File: src/rtl/ntt_pkg.sv
// ntt_pkg: shared constants, types and address helpers for the
// Kyber NTT sequencer.
package ntt_pkg;

    localparam int N          = 256;
    localparam int LOG_N      = 8;
    localparam int NUM_LAYERS = 7;
    localparam int COEFF_W    = 12;
    localparam int ADDR_W     = 8;
    localparam int ZIDX_W     = 7;
    localparam int LAYER_W    = 3;
    localparam int BFLY_W     = 7;

    typedef enum logic [1:0] {
        IDLE,
        RUN,
        DRAIN,
        FINISH
    } ntt_state_t;

    typedef struct packed {
        logic              en;
        logic              we;
        logic [ADDR_W-1:0] addr;
    } bram_req_t;

    // Butterfly span of layer l: 128 >> l.
    function automatic logic [ADDR_W-1:0] bf_len(
        input logic [LAYER_W-1:0] l
    );
        return 8'd128 >> l;
    endfunction

    // Lower coefficient index j of butterfly b in layer l.
    function automatic logic [ADDR_W-1:0] bf_addr_j(
        input logic [LAYER_W-1:0] l,
        input logic [BFLY_W-1:0]  b
    );
        logic [LAYER_W-1:0] s;
        logic [ADDR_W-1:0]  bx;
        logic [ADDR_W-1:0]  grp;
        s   = 3'd7 - l;
        bx  = {1'b0, b};
        grp = (bx >> s) << (s + 3'd1);
        return grp | (bx & (bf_len(l) - 8'd1));
    endfunction

    // Forward (Cooley-Tukey) twiddle index: 2^l + group.
    function automatic logic [ZIDX_W-1:0] bf_zeta_fwd(
        input logic [LAYER_W-1:0] l,
        input logic [BFLY_W-1:0]  b
    );
        logic [ADDR_W-1:0] z;
        z = (8'd1 << l) + ({1'b0, b} >> (3'd7 - l));
        return z[ZIDX_W-1:0];
    endfunction

    // Inverse (Gentleman-Sande) twiddle index: 2^(l+1) - 1 - group.
    function automatic logic [ZIDX_W-1:0] bf_zeta_inv(
        input logic [LAYER_W-1:0] l,
        input logic [BFLY_W-1:0]  b
    );
        logic [ADDR_W-1:0] z;
        z = (8'd1 << (l + 3'd1)) - 8'd1
          - ({1'b0, b} >> (3'd7 - l));
        return z[ZIDX_W-1:0];
    endfunction

endpackage

File: src/rtl/ntt_wb_pipe.sv
// ntt_wb_pipe: carries each read's address pair until its write-back
// slot and flags when the last in-flight butterfly is being written.
module ntt_wb_pipe
    import ntt_pkg::*;
#(
    parameter int DEPTH = 3
) (
    input  logic              clk,
    input  logic              rst_n,
    input  logic              i_valid,
    input  logic [ADDR_W-1:0] i_addr_a,
    input  logic [ADDR_W-1:0] i_addr_b,
    output logic              o_in_valid,
    output logic              o_wb_valid,
    output logic [ADDR_W-1:0] o_wb_addr_a,
    output logic [ADDR_W-1:0] o_wb_addr_b,
    output logic              o_drain_done
);

    localparam logic [DEPTH-1:0] LAST_ONLY = DEPTH'(1) << (DEPTH - 1);

    logic [DEPTH-1:0]  r_valid;
    logic [ADDR_W-1:0] r_addr_a [DEPTH];
    logic [ADDR_W-1:0] r_addr_b [DEPTH];

    // Shift valid and address pair one stage per cycle.
    always_ff @(posedge clk or negedge rst_n) begin
        if (!rst_n) begin
            r_valid <= '0;
            for (int i = 0; i < DEPTH; i++) begin
                r_addr_a[i] <= '0;
                r_addr_b[i] <= '0;
            end
        end else begin
            r_valid[0]  <= i_valid;
            r_addr_a[0] <= i_addr_a;
            r_addr_b[0] <= i_addr_b;
            for (int i = 1; i < DEPTH; i++) begin
                r_valid[i]  <= r_valid[i-1];
                r_addr_a[i] <= r_addr_a[i-1];
                r_addr_b[i] <= r_addr_b[i-1];
            end
        end
    end

    assign o_in_valid   = r_valid[0];
    assign o_wb_valid   = r_valid[DEPTH-1];
    assign o_wb_addr_a  = r_addr_a[DEPTH-1];
    assign o_wb_addr_b  = r_addr_b[DEPTH-1];
    assign o_drain_done = (r_valid == LAST_ONLY);

endmodule

File: src/rtl/ntt_ctrl.sv
// ntt_ctrl: 7-layer in-place Kyber NTT sequencer driving a dual-port BRAM.
// Define NTT_CTRL_INTT_EN to add inv/bf_inv for inverse (GS) runs.
module ntt_ctrl
    import ntt_pkg::*;
#(
    parameter int BF_LAT = 2
) (
    input  logic              clk,
    input  logic              rst_n,
    input  logic              start,
`ifdef NTT_CTRL_INTT_EN
    input  logic              inv,
    output logic              bf_inv,
`endif
    output logic              busy,
    output logic              done,
    output logic              en_a,
    output logic              we_a,
    output logic [ADDR_W-1:0] addr_a,
    output logic              en_b,
    output logic              we_b,
    output logic [ADDR_W-1:0] addr_b,
    output logic              bf_in_valid,
    output logic [ZIDX_W-1:0] zeta_idx
);

    localparam logic [LAYER_W-1:0] L_FWD0 = '0;
    localparam logic [LAYER_W-1:0] L_FWDN = LAYER_W'(NUM_LAYERS - 1);
    localparam logic [BFLY_W-1:0]  B_LAST = BFLY_W'(N / 2 - 1);

    // Odd reads / even writes only hold for an even latency.
    if (BF_LAT < 0 || BF_LAT > 8 || (BF_LAT % 2) != 0) begin : g_bad_lat
        $error("ntt_ctrl: BF_LAT must be even and in 0..8");
    end

    ntt_state_t         r_state, w_state_nxt;
    logic [LAYER_W-1:0] r_layer, w_layer_nxt;
    logic [BFLY_W-1:0]  r_b, w_b_nxt;
    logic               r_phase, w_phase_nxt;
    logic [ZIDX_W-1:0]  r_zeta;
    logic [ADDR_W-1:0]  r_hold_a, r_hold_b;

    logic               w_inv_run, w_inv_start;
    logic               w_rd, w_last_layer;
    logic [LAYER_W-1:0] w_first_layer, w_step_layer;
    logic [ADDR_W-1:0]  w_addr_a, w_addr_b;
    logic [ZIDX_W-1:0]  w_zeta;
    logic               w_in_valid, w_wb_valid, w_drain_done;
    logic [ADDR_W-1:0]  w_wb_addr_a, w_wb_addr_b;
    bram_req_t          w_req_a, w_req_b;

`ifdef NTT_CTRL_INTT_EN
    logic r_inv;

    // Latch the transform direction when a run is accepted.
    always_ff @(posedge clk or negedge rst_n) begin
        if (!rst_n)
            r_inv <= 1'b0;
        else if (r_state == IDLE && start)
            r_inv <= inv;
    end

    assign bf_inv      = r_inv;
    assign w_inv_run   = r_inv;
    assign w_inv_start = inv;
`else
    assign w_inv_run   = 1'b0;
    assign w_inv_start = 1'b0;
`endif

    assign w_rd          = (r_state == RUN) && !r_phase;
    assign w_first_layer = w_inv_start ? L_FWDN : L_FWD0;
    assign w_last_layer  = (r_layer == (w_inv_run ? L_FWD0 : L_FWDN));
    assign w_step_layer  = w_inv_run ? r_layer - 3'd1 : r_layer + 3'd1;
    assign w_addr_a      = bf_addr_j(r_layer, r_b);
    assign w_addr_b      = w_addr_a + bf_len(r_layer);
    assign w_zeta        = w_inv_run ? bf_zeta_inv(r_layer, r_b)
                                     : bf_zeta_fwd(r_layer, r_b);

    ntt_wb_pipe #(
        .DEPTH (BF_LAT + 1)
    ) u_wb_pipe (
        .clk          (clk),
        .rst_n        (rst_n),
        .i_valid      (w_rd),
        .i_addr_a     (w_addr_a),
        .i_addr_b     (w_addr_b),
        .o_in_valid   (w_in_valid),
        .o_wb_valid   (w_wb_valid),
        .o_wb_addr_a  (w_wb_addr_a),
        .o_wb_addr_b  (w_wb_addr_b),
        .o_drain_done (w_drain_done)
    );

    // State, layer, butterfly and read-phase registers.
    always_ff @(posedge clk or negedge rst_n) begin
        if (!rst_n) begin
            r_state <= IDLE;
            r_layer <= '0;
            r_b     <= '0;
            r_phase <= 1'b0;
        end else begin
            r_state <= w_state_nxt;
            r_layer <= w_layer_nxt;
            r_b     <= w_b_nxt;
            r_phase <= w_phase_nxt;
        end
    end

    // Sequencing: one read every other cycle, drain between layers.
    always_comb begin
        w_state_nxt = r_state;
        w_layer_nxt = r_layer;
        w_b_nxt     = r_b;
        w_phase_nxt = r_phase;
        unique case (r_state)
            IDLE: begin
                if (start) begin
                    w_state_nxt = RUN;
                    w_layer_nxt = w_first_layer;
                    w_b_nxt     = '0;
                    w_phase_nxt = 1'b0;
                end
            end
            RUN: begin
                w_phase_nxt = ~r_phase;
                if (r_phase) begin
                    w_b_nxt = r_b + 7'd1;
                end else if (r_b == B_LAST) begin
                    w_state_nxt = DRAIN;
                    w_phase_nxt = 1'b0;
                end
            end
            DRAIN: begin
                if (w_drain_done) begin
                    if (w_last_layer) begin
                        w_state_nxt = FINISH;
                    end else begin
                        w_state_nxt = RUN;
                        w_layer_nxt = w_step_layer;
                        w_b_nxt     = '0;
                        w_phase_nxt = 1'b0;
                    end
                end
            end
            FINISH: w_state_nxt = IDLE;
            default: w_state_nxt = IDLE;
        endcase
    end

    // Port requests: write-back wins its even slot, reads use odd slots.
    always_comb begin
        w_req_a.en   = w_rd | w_wb_valid;
        w_req_a.we   = w_wb_valid;
        w_req_a.addr = r_hold_a;
        w_req_b.en   = w_rd | w_wb_valid;
        w_req_b.we   = w_wb_valid;
        w_req_b.addr = r_hold_b;
        if (w_wb_valid) begin
            w_req_a.addr = w_wb_addr_a;
            w_req_b.addr = w_wb_addr_b;
        end else if (w_rd) begin
            w_req_a.addr = w_addr_a;
            w_req_b.addr = w_addr_b;
        end
    end

    // Keep the last driven addresses and align zeta with operand data.
    always_ff @(posedge clk or negedge rst_n) begin
        if (!rst_n) begin
            r_zeta   <= '0;
            r_hold_a <= '0;
            r_hold_b <= '0;
        end else begin
            if (w_rd)
                r_zeta <= w_zeta;
            if (w_req_a.en)
                r_hold_a <= w_req_a.addr;
            if (w_req_b.en)
                r_hold_b <= w_req_b.addr;
        end
    end

    assign busy        = (r_state == RUN) || (r_state == DRAIN);
    assign done        = (r_state == FINISH);
    assign en_a        = w_req_a.en;
    assign we_a        = w_req_a.we;
    assign addr_a      = w_req_a.addr;
    assign en_b        = w_req_b.en;
    assign we_b        = w_req_b.we;
    assign addr_b      = w_req_b.addr;
    assign bf_in_valid = w_in_valid;
    assign zeta_idx    = r_zeta;

endmodule

File: config.mk
export PLATFORM = sky130hd
export DESIGN_NAME = ntt_ctrl
export DESIGN_NICKNAME = d
export VERILOG_FILES = /design/src/rtl/ntt_pkg.sv /design/src/rtl/ntt_wb_pipe.sv /design/src/rtl/ntt_ctrl.sv
export SDC_FILE = /design/constraint.sdc
export NUM_CORES = 1
export LEC_CHECK = 0
export ABC_AREA = 1
export BUFFER_PORTS_ARGS = -buffer_cell sky130_fd_sc_hd__clkbuf_2
export CAP_MARGIN = 20
export CORE_UTILIZATION = 56
export DETAILED_ROUTE_END_ITERATION = 8
export GPL_TIMING_DRIVEN = 0
export PLACE_DENSITY_LB_ADDON = 0.15
export SKIP_LAST_GASP = 1
export SYNTH_ARGS = -nofsm -noshare
export SYNTH_HDL_FRONTEND = slang
export SYNTH_HIERARCHICAL = 1
export SYNTH_SLANG_ARGS = --single-unit
File: constraint.sdc
create_clock -name clk -period 4.3 [get_ports clk]
set_input_delay 0.86 -clock clk [delete_from_list [all_inputs] [get_ports clk]]
set_output_delay 0.86 -clock clk [all_outputs]
set_load 0.01 [all_outputs]
==> flow_summary.ini, run 1 <==
[synthesis]
synth_top_area_share_pct = 47.92
synth_common_cells = nand2_1, dfrtp_1, nand3_1, inv_1, nor2_1
synth_seq_cells = 87
yosys_warnings = 6
ys_top_cells_by_area = dfrtp_1, nand2_1, ha_1
synthFlopType = dfrtp_1
synth_seq_area_share_pct = 47.92
yosys.area.top_type = dfrtp_1
syn-num-nets = 544
synth.distinct_cells = 42
syn_inst = 515
synth_edf_count = 0
synth.most_common_cell = nand2_1
async_flop_share_pct = 100.0
synth.avg_cell_area_um2 = 8.822
synth.cell_area_um2 = 4543

[clock_network]
cts_tree = done
clk_pin_slew_ns = 0.09
postCtsHoldBufs = 0
cts-htree-levels = 3
clockRootBuffer = clkbuf_8
cts_buffer_depth = 2
insertion_delay_ns = 0.36
cts_made_buffers = 9
clock_sinks = 87

[drt]
finalWirelength_um = 9891
num_vias = 3487
firstDrtPassIters = 4
drc = 0
first_iter_violations = 115
drtAntennaViolNets = 0
viasPerCell = 5.189
wl_per_cell_um = 14.72

[grt]
globalRoute.totalOverflow = 0
antenna_found_initial = 0
grt_max_degree = 56
grt_pass1_wl_um = 16640
first_global_vias = 3448
grt.total_usage_pct = 25.99

[power]
max-vdd-ir-drop_uv = 169.1
power_mw = 1.406
power.leakage_nw = 2.655
p_per_area_nw_per_um2 = 267.5

[placed_design]
pre_cts_ws_ns = -0.1377
gp_congestion = 0.9230
portBuffers = 32
place_hpwl_um = 7538

[worst_setup_path]
crit_path_start_kind = flop
reg2reg_slack_ns = 1.41
crit_type = flop to primary output
cp_max_fo = 6
rr_worst_depth = 17
r2r-start = r_layer[0]
endpoint_kind = primary output
reg2reg_to = r_hold_b[7]
critical_path_arrival_ns = 3.27
cp.required_ns = 3.44

[min_path]
min_path_type = flop to flop
hold-path-cell-count = 0
hold_end = u_wb_pipe/o_wb_addr_b[0]
min-delay-start = u_wb_pipe/r_addr_b[8]

[die]
coreArea_um2 = 7767
rows = 32
ios = 33
die_w_um = 92.07
initial_utilization_pct = 58.49
fp.dieH_um = 92.07
dieArea_um2 = 8477

[run_status]
status = complete, no violations

[sta]
final_hold_viol_count = 0
totalNegativeSetupSlack_ns = 0
tightest_slew_ns = 0.8423
drv_slew = 0
finalWorstSetupSlack_ns = 0.1742
holdWs_ns = 0.3525
skew_ns = 0.01200
period_share_pct = 95.95
rsz0062_at_grt = no
max_freq_mhz = 242.4
maxSlewHeadroom_pct = 43.64
finalSetupViolCount = 0
period_needed_ns = 4.126

[finish]
final_core_util_pct = 67.67
antenna_cells = 0
ff_latch_area_um2 = 2180
nets = 594
areaGrowthSynthToFinish_pct = 15.70
multi_input_area_um2 = 2103
drive_above_1_share_pct = 25.79
fillers = 664

[flow_run]
cap_violations = 0
[state kept, by name (all words and copies together), names as in the netlist]
signal and flops:
u_wb_pipe/r_addr_a 16, u_wb_pipe/r_addr_b 16, r_hold_a 8, r_hold_b 8, u_wb_pipe/o_wb_addr_a 8, u_wb_pipe/o_wb_addr_b 8
r_b 7, zeta_idx 7, r_layer 3, u_wb_pipe/r_valid 3, r_state 2, r_phase 1
[cell type report]
type                    count  area share (%)
well taps                 102           2.428
clock inverters             6           1.309
repair buffers             39           4.475
plain buffers              27           3.666
multi-input cells         346           40.01
clock buffers              10           2.428
inverters                  55           4.213
flip-flops and latches     87           41.47
[worst max-delay path, cell delays in order (launching register included)]
cell and delay (ns):
dfrtp_2 0.44, buf_4 0.17, ha_2 0.23, ha_4 0.19, nor2_4 0.10, nand2_2 0.11
nor3_4 0.22, nand3_1 0.09, nand2_1 0.07, o211ai_1 0.12, ha_1 0.38, inv_1 0.08
nor3_2 0.18, nand2_1 0.09, nand3_1 0.09, nand3_1 0.11, nand3_1 0.10, clkbuf_2 0.13
[worst max-delay path by stage]
stage | startpoint | end | slack [ns] | depth (start not counted)
after floorplan | r_layer[0] | addr_b[7] | 0.59 | 18
after global placement | r_layer[0] | addr_b[7] | -0.12 | 19
after detailed placement | r_layer[0] | addr_b[7] | -0.14 | 19
after CTS | r_layer[1] | addr_b[7] | 0.008 | 17
after global routing | r_layer[0] | addr_b[7] | 0.004 | 17
final | r_layer[0] | addr_b[7] | 0.17 | 17
[metrics by stage]
step / std cells / cell area [um^2]
final: 672 / 5256
after global routing: 672 / 5256
after CTS: 669 / 5152
after detailed placement: 650 / 4861
after global placement: 649 / 4831
after floorplan: 515 / 4543
[repair_timing]
item | 4_1_cts | 5_1_grt
pin swaps | 6 | 8
gates resized for setup | 20 | 23
buffers inserted | 3 | 3
cloned | 0 | 0
setup endpoints to repair | 6 | 6
[cell families after synthesis]
group | Yosys count | share of synthesized area [%]
AOI/OAI and AO/OA | 54 | 7.216
and+or+nand+nor | 260 | 27.57
xor gates and xnor gates | 6 | 1.157
adders and majority gates | 26 | 7.491
DFF | 87 | 47.92
buffers and inverters | 82 | 8.648
[power by group]
part           total (mW)  leakage [nW]  internal [mW]  switching, mW
clock network       0.570        0.0968          0.272          0.298
logic              0.0189          1.55        0.00346         0.0154
registers           0.817          1.01          0.817              0
[metal layers]
metal,part of all wire [%],GRT usage (%),up-vias
li1,-,-,1755
met2,49,44.84,48
met3,2.2,3.980,15
met4,2.2,8.724,0
met1,47,33.41,1669
met5,0,0,-
[cells in the final DEF, fill, tap and decap left out, drive strengths merged, types with 2 or more instances in the layout]
| master | instances |
|---|---|
| a21oi | 18 |
| nor2 | 29 |
| o31ai | 4 |
| or2 | 2 |
| nand4 | 3 |
| nor3 | 9 |
| buf | 30 |
| dfrtp | 87 |
| a22oi | 2 |
| fa | 2 |
| nand3 | 63 |
| xor2 | 5 |
| clkinv | 3 |
| nand2 | 147 |
| inv | 56 |
| o21ai | 19 |
| and2 | 6 |
| o211ai | 3 |
| clkbuf | 46 |
| o22ai | 3 |
| ha | 24 |
Power figures use the tool's default switching activity.
==> inputs of run 2 (changes only) <==
--- a/config.mk
+++ b/config.mk
@@ -8,10 +8,11 @@
 export ABC_AREA = 1
 export BUFFER_PORTS_ARGS = -buffer_cell sky130_fd_sc_hd__clkbuf_2
 export CAP_MARGIN = 20
-export CORE_UTILIZATION = 56
+export CORE_UTILIZATION = 60
 export DETAILED_ROUTE_END_ITERATION = 8
 export GPL_TIMING_DRIVEN = 0
 export PLACE_DENSITY_LB_ADDON = 0.15
+export RECOVER_POWER = 100
 export SKIP_LAST_GASP = 1
 export SYNTH_ARGS = -nofsm -noshare
 export SYNTH_HDL_FRONTEND = slang
==> flow_summary.ini, run 2 (synthesis gave the netlist of run 1 again) <==
[run_status]
status = finished, violations left
violations = max-capacitance violations, max-slew violations

[drt]
viasPerCell = 5.263
firstDrtPassIters = 4
first_iter_violations = 174
drc = 0
num_vias = 3516
drtAntennaViolNets = 0
wl_per_cell_um = 14.43
finalWirelength_um = 9640

[finish]
largest_registers = u_wb_pipe/r_addr_a x16, u_wb_pipe/r_addr_b x16
final_common_cell = nand2_1
areaGrowthSynthToFinish_pct = 15.64
fin_area_um2 = 5254
nets = 593
drive_above_1_share_pct = 26.19
final_cell_mix = nand2_1, dfrtp_1, nand3_1, inv_1, clkbuf_2
final_core_util_pct = 72.05
antenna_cells = 0

[worst_setup_path]
crit_chain = inv_6, ha_2, nand2_2, inv_2, nor2_4, nand2_4, a31oi_4, xor2_1, o221ai_2, ha_4, inv_1, o21ai_0, a21oi_1, nand2_1, nand2_1, nand3_1, nand3_1, buf_2
cpLargestDelayFamily = simple AND/OR/NAND/NOR gates
cp_num_buf_inv = 4
worst_path_max_delay_cell = dfrtp_2
crit_path_start_kind = flop
endpoint_kind = primary output
cp.required_ns = 3.44
critPathMaxStageDelay_ns = 0.46
cp_max_fo = 17
cp.depth = 18
critical_path_arrival_ns = 3.29
rr_worst_depth = 16
crit_type = flop to primary output

[sta]
drv_slew = 35
maxSlewHeadroom_pct = -17.48
skew_ns = 0.009641
max_freq_mhz = 241.1
period_needed_ns = 4.147
finalSetupViolCount = 0
final_hold_viol_count = 0
tightest_slew_ns = 1.762
rsz0062_at_grt = yes
finalWorstSetupSlack_ns = 0.1527
period_share_pct = 96.45

[placed_design]
gp_congestion = 0.8872
placed_cell_area_um2 = 4857
place_hpwl_um = 7226
portBuffers = 32
pre_cts_ws_ns = -0.1808

[grt]
grt_pass1_wl_um = 15360
globalRoute.totalOverflow = 0
grt.total_usage_pct = 26.52
antenna_found_initial = 0
grt_max_degree = 55
first_global_vias = 3199

[clock_network]
insertion_delay_ns = 0.36
clock_sinks = 87
cts-htree-levels = 3
cts_buffer_depth = 2
clk_pin_slew_ns = 0.10
cts_made_buffers = 9
clockRootBuffer = clkbuf_8
cts_tree = done

[min_path]
hold-path-cell-count = 0
min_path_type = flop to flop

[power]
power_mw = 1.374
max-vdd-ir-drop_uv = 200.3
p_per_area_nw_per_um2 = 261.6
power.leakage_nw = 2.635

[die]
dieArea_um2 = 7924
coreArea_um2 = 7292
ios = 33
fp.dieH_um = 89.02
die_w_um = 89.02
rows = 31
initial_utilization_pct = 62.30

[flow_run]
cap_violations = 1
[run 2: path summary, 6_finish.rpt]
path                                             start                        to  slack (ns)
worst max-delay path                        r_layer[0]                 addr_b[7]        0.15
worst min-delay path            u_wb_pipe/r_addr_b[21]    u_wb_pipe/r_addr_b[13]        0.34
worst max register to register              r_layer[0]               r_hold_b[7]        1.45
worst min register to register  u_wb_pipe/r_addr_b[21]    u_wb_pipe/r_addr_b[13]        0.34
max in group asynchronous                        rst_n    u_wb_pipe/r_addr_a[14]        1.32
min in group asynchronous                        rst_n  u_wb_pipe/o_wb_addr_b[0]        0.95
[run 2: metal layers]
metal	wire, um	track usage (%)	up-vias
met2	4736	44.48	64
met4	291	11.83	0
met3	265	4.524	19
met1	4347	34.02	1676
li1	-	-	1757
met5	0	0	-
[run 2: repair_timing]
item / CTS / global route
gates resized for setup: 14 / 33
hold buffers: 0 / 0
endpoints found under the setup margin: 7 / 5
setup buffers: 3 / 3
endpoints found under the hold margin: 0 / 0
pin swaps: 4 / 9
[run 2: power by group]
group	switching [mW]	internal, mW	total, mW
combinational	0.0148	0.000739	0.0155
clock	0.308	0.234	0.542
sequential	0	0.817	0.817
[run 2: layout make-up]
type | instances | area [um^2]
clock buffers | 10 | 137.6
flip-flops and latches | 87 | 2180
well taps | 99 | 123.9
inverters | 55 | 220.2
clock inverters | 6 | 52.55
multi-input cells | 346 | 2142
plain buffers | 26 | 185.2
fillers | 576 | 2038
repair buffers | 39 | 212.7
[run 2: per-stage QoR]
stage / setup TNS [ns] / hold WS (ns) / instances
2_1_floorplan: 0 / 0.3312 / 515
3_3_place_gp: -0.1659 / 0.3315 / 646
3_5_place_dp: -0.2236 / 0.3347 / 647
4_1_cts: 0 / 0.3480 / 665
5_1_grt: -0.09272 / 0.3572 / 668
6_report: 0 / 0.3434 / 668
==> inputs of run 3 (changes only) <==
--- a/config.mk
+++ b/config.mk
@@ -8,7 +8,8 @@
 export ABC_AREA = 1
 export BUFFER_PORTS_ARGS = -buffer_cell sky130_fd_sc_hd__clkbuf_2
 export CAP_MARGIN = 20
-export CORE_UTILIZATION = 60
+export CORE_UTILIZATION = 65
+export CTS_CLUSTER_DIAMETER = 100
 export DETAILED_ROUTE_END_ITERATION = 8
 export GPL_TIMING_DRIVEN = 0
 export PLACE_DENSITY_LB_ADDON = 0.15
==> constraint.sdc (replaced) <==
create_clock -name clk -period 5.08 [get_ports clk]
set_input_delay 1.016 -clock clk [delete_from_list [all_inputs] [get_ports clk]]
set_output_delay 1.016 -clock clk [all_outputs]
set_load 0.01 [all_outputs]
==> flow_summary.ini, run 3 (synthesis gave the netlist of run 1 again) <==
[run_status]
status = finished, violations left
violations = max-capacitance violations, max-slew violations

[placed_design]
gp_congestion = 0.9099
place_hpwl_um = 7206
portBuffers = 32
pre_cts_ws_ns = 0.5063

[flow_run]
cap_violations = 2

[clock_network]
cts_tree = done
postCtsSetupRepairBufs = 0
cts-htree-levels = 3
cts_made_buffers = 9
postCtsHoldBufs = 0
clockRootBuffer = clkbuf_8
insertion_delay_ns = 0.36
clk_pin_slew_ns = 0.09
cts_buffer_depth = 2
clock_sinks = 87

[die]
dieArea_um2 = 7327
ios = 33
coreArea_um2 = 6756
rows = 30
initial_utilization_pct = 67.24
fp.dieH_um = 85.60
die_w_um = 85.60

[drt]
firstDrtPassIters = 5
finalWirelength_um = 9421
first_iter_violations = 231
num_vias = 3455
wl_per_cell_um = 14.65
viasPerCell = 5.373
drtAntennaViolNets = 0
drc = 0

[sta]
holdWs_ns = 0.3495
totalNegativeSetupSlack_ns = 0
maxSlewHeadroom_pct = -38.15
finalWorstSetupSlack_ns = 0.3086
period_needed_ns = 4.771
skew_ns = 0.01029
drv_slew = 90
rsz0062_at_grt = no
finalSetupViolCount = 0
period_share_pct = 93.93
final_hold_viol_count = 0
max_freq_mhz = 209.6
tightest_slew_ns = 2.072

[finish]
antenna_cells = 0
final_common_cell = nand2_1
nets = 588
largest_registers = u_wb_pipe/r_addr_a x16, u_wb_pipe/r_addr_b x16
drive_above_1_share_pct = 15.63
areaGrowthSynthToFinish_pct = 9.639
final_cell_mix = nand2_1, dfrtp_1, nand3_1, inv_1, clkbuf_1

[power]
power_mw = 1.186
max-vdd-ir-drop_uv = 229.1
power.leakage_nw = 2.538
p_per_area_nw_per_um2 = 238.0

[worst_setup_path]
cpLargestDelayFamily = buffers and inverters
crit_chain = inv_2, buf_2, ha_1, clkinvlp_4, nand2_1, o21ai_0, ha_1, nand2_1, inv_1, o21ai_1, nand2_2, xor2_1, nand2_1, nand3_1, clkbuf_1
crit_type = flop to primary output
crit_path_start_kind = flop
endpoint_kind = primary output
cp_num_buf_inv = 5
worst_path_max_delay_cell = o21ai_0
critPathMaxStageDelay_ns = 0.51
cp.required_ns = 4.06
cp_max_fo = 11
cp_common_cell = nand2_1
critical_path_arrival_ns = 3.76

[grt]
grt_max_degree = 50
first_global_vias = 3400
antenna_found_initial = 0
globalRoute.totalOverflow = 0
grt_pass1_wl_um = 16080
grt.total_usage_pct = 28.74

[min_path]
min_path_type = flop to flop
==> run 3: metal layers <==
| layer | global-route usage (%) | share of wire, % |
|---|---|---|
| met1 | 37.58 | 45 |
| met4 | 9.091 | 2.3 |
| met5 | 0 | 0 |
| met3 | 5.582 | 3.9 |
| met2 | 48.73 | 48 |
==> run 3: final cells by class <==
type / instances / area, um^2
flip-flops and latches: 87 / 2178
clock buffers: 9 / 123.9
well taps: 80 / 100.1
repair buffers: 33 / 136.4
plain buffers: 27 / 185.2
clock inverters: 6 / 71.32
multi-input cells: 346 / 1976
inverters: 55 / 210.2
fillers: 544 / 1775
==> run 3: path summary, 6_finish.rpt <==
check / from / endpoint / slack (ns) / cells past startpoint
setup / recovery: r_layer[0] / addr_b[3] / 0.31 / 15
hold reg to reg: u_wb_pipe/r_addr_b[9] / u_wb_pipe/o_wb_addr_b[1] / 0.35 / 0
min in group asynchronous: rst_n / u_wb_pipe/o_wb_addr_b[0] / 1.20 / 1
max in group asynchronous: rst_n / r_hold_a[6] / 0.97 / 2
setup reg to reg: r_layer[0] / r_hold_b[7] / 1.73 / 15
hold / removal: u_wb_pipe/r_addr_b[9] / u_wb_pipe/o_wb_addr_b[1] / 0.35 / 0
==> run 3: power by group <==
part	internal (mW)	total, mW	switching [mW]
combinational	0.00104	0.0136	0.0126
clock	0.228	0.480	0.252
sequential	0.692	0.692	0
==> run 3: worst reg2reg max path, cell delays in order (launching register included) <==
cell        delay (ns)
dfrtp_2           0.48
inv_2             0.15
buf_2             0.26
ha_1              0.38
clkinvlp_4        0.25
nand2_1           0.13
o21ai_0           0.51
ha_1              0.36
nand2_1           0.07
inv_1             0.04
o21ai_1           0.13
nand2_2           0.10
nand2_1           0.09
nand3_1           0.08
nand3_1           0.12
nand3_1           0.09
==> run 3: through the flow <==
step	instances	cell area, um^2	util [%]
final	643	4981	73.72
after global routing	643	4981	73.72
after CTS	643	5029	74.43
after detailed placement	628	4833	71.54
after global placement	627	4803	71.09
after floorplan	515	4543	-
==> run 3: timing repair <==
item	in CTS	in global routing
setup endpoints to repair	0	4
gates resized for setup	0	7
endpoints found under the hold margin	0	0
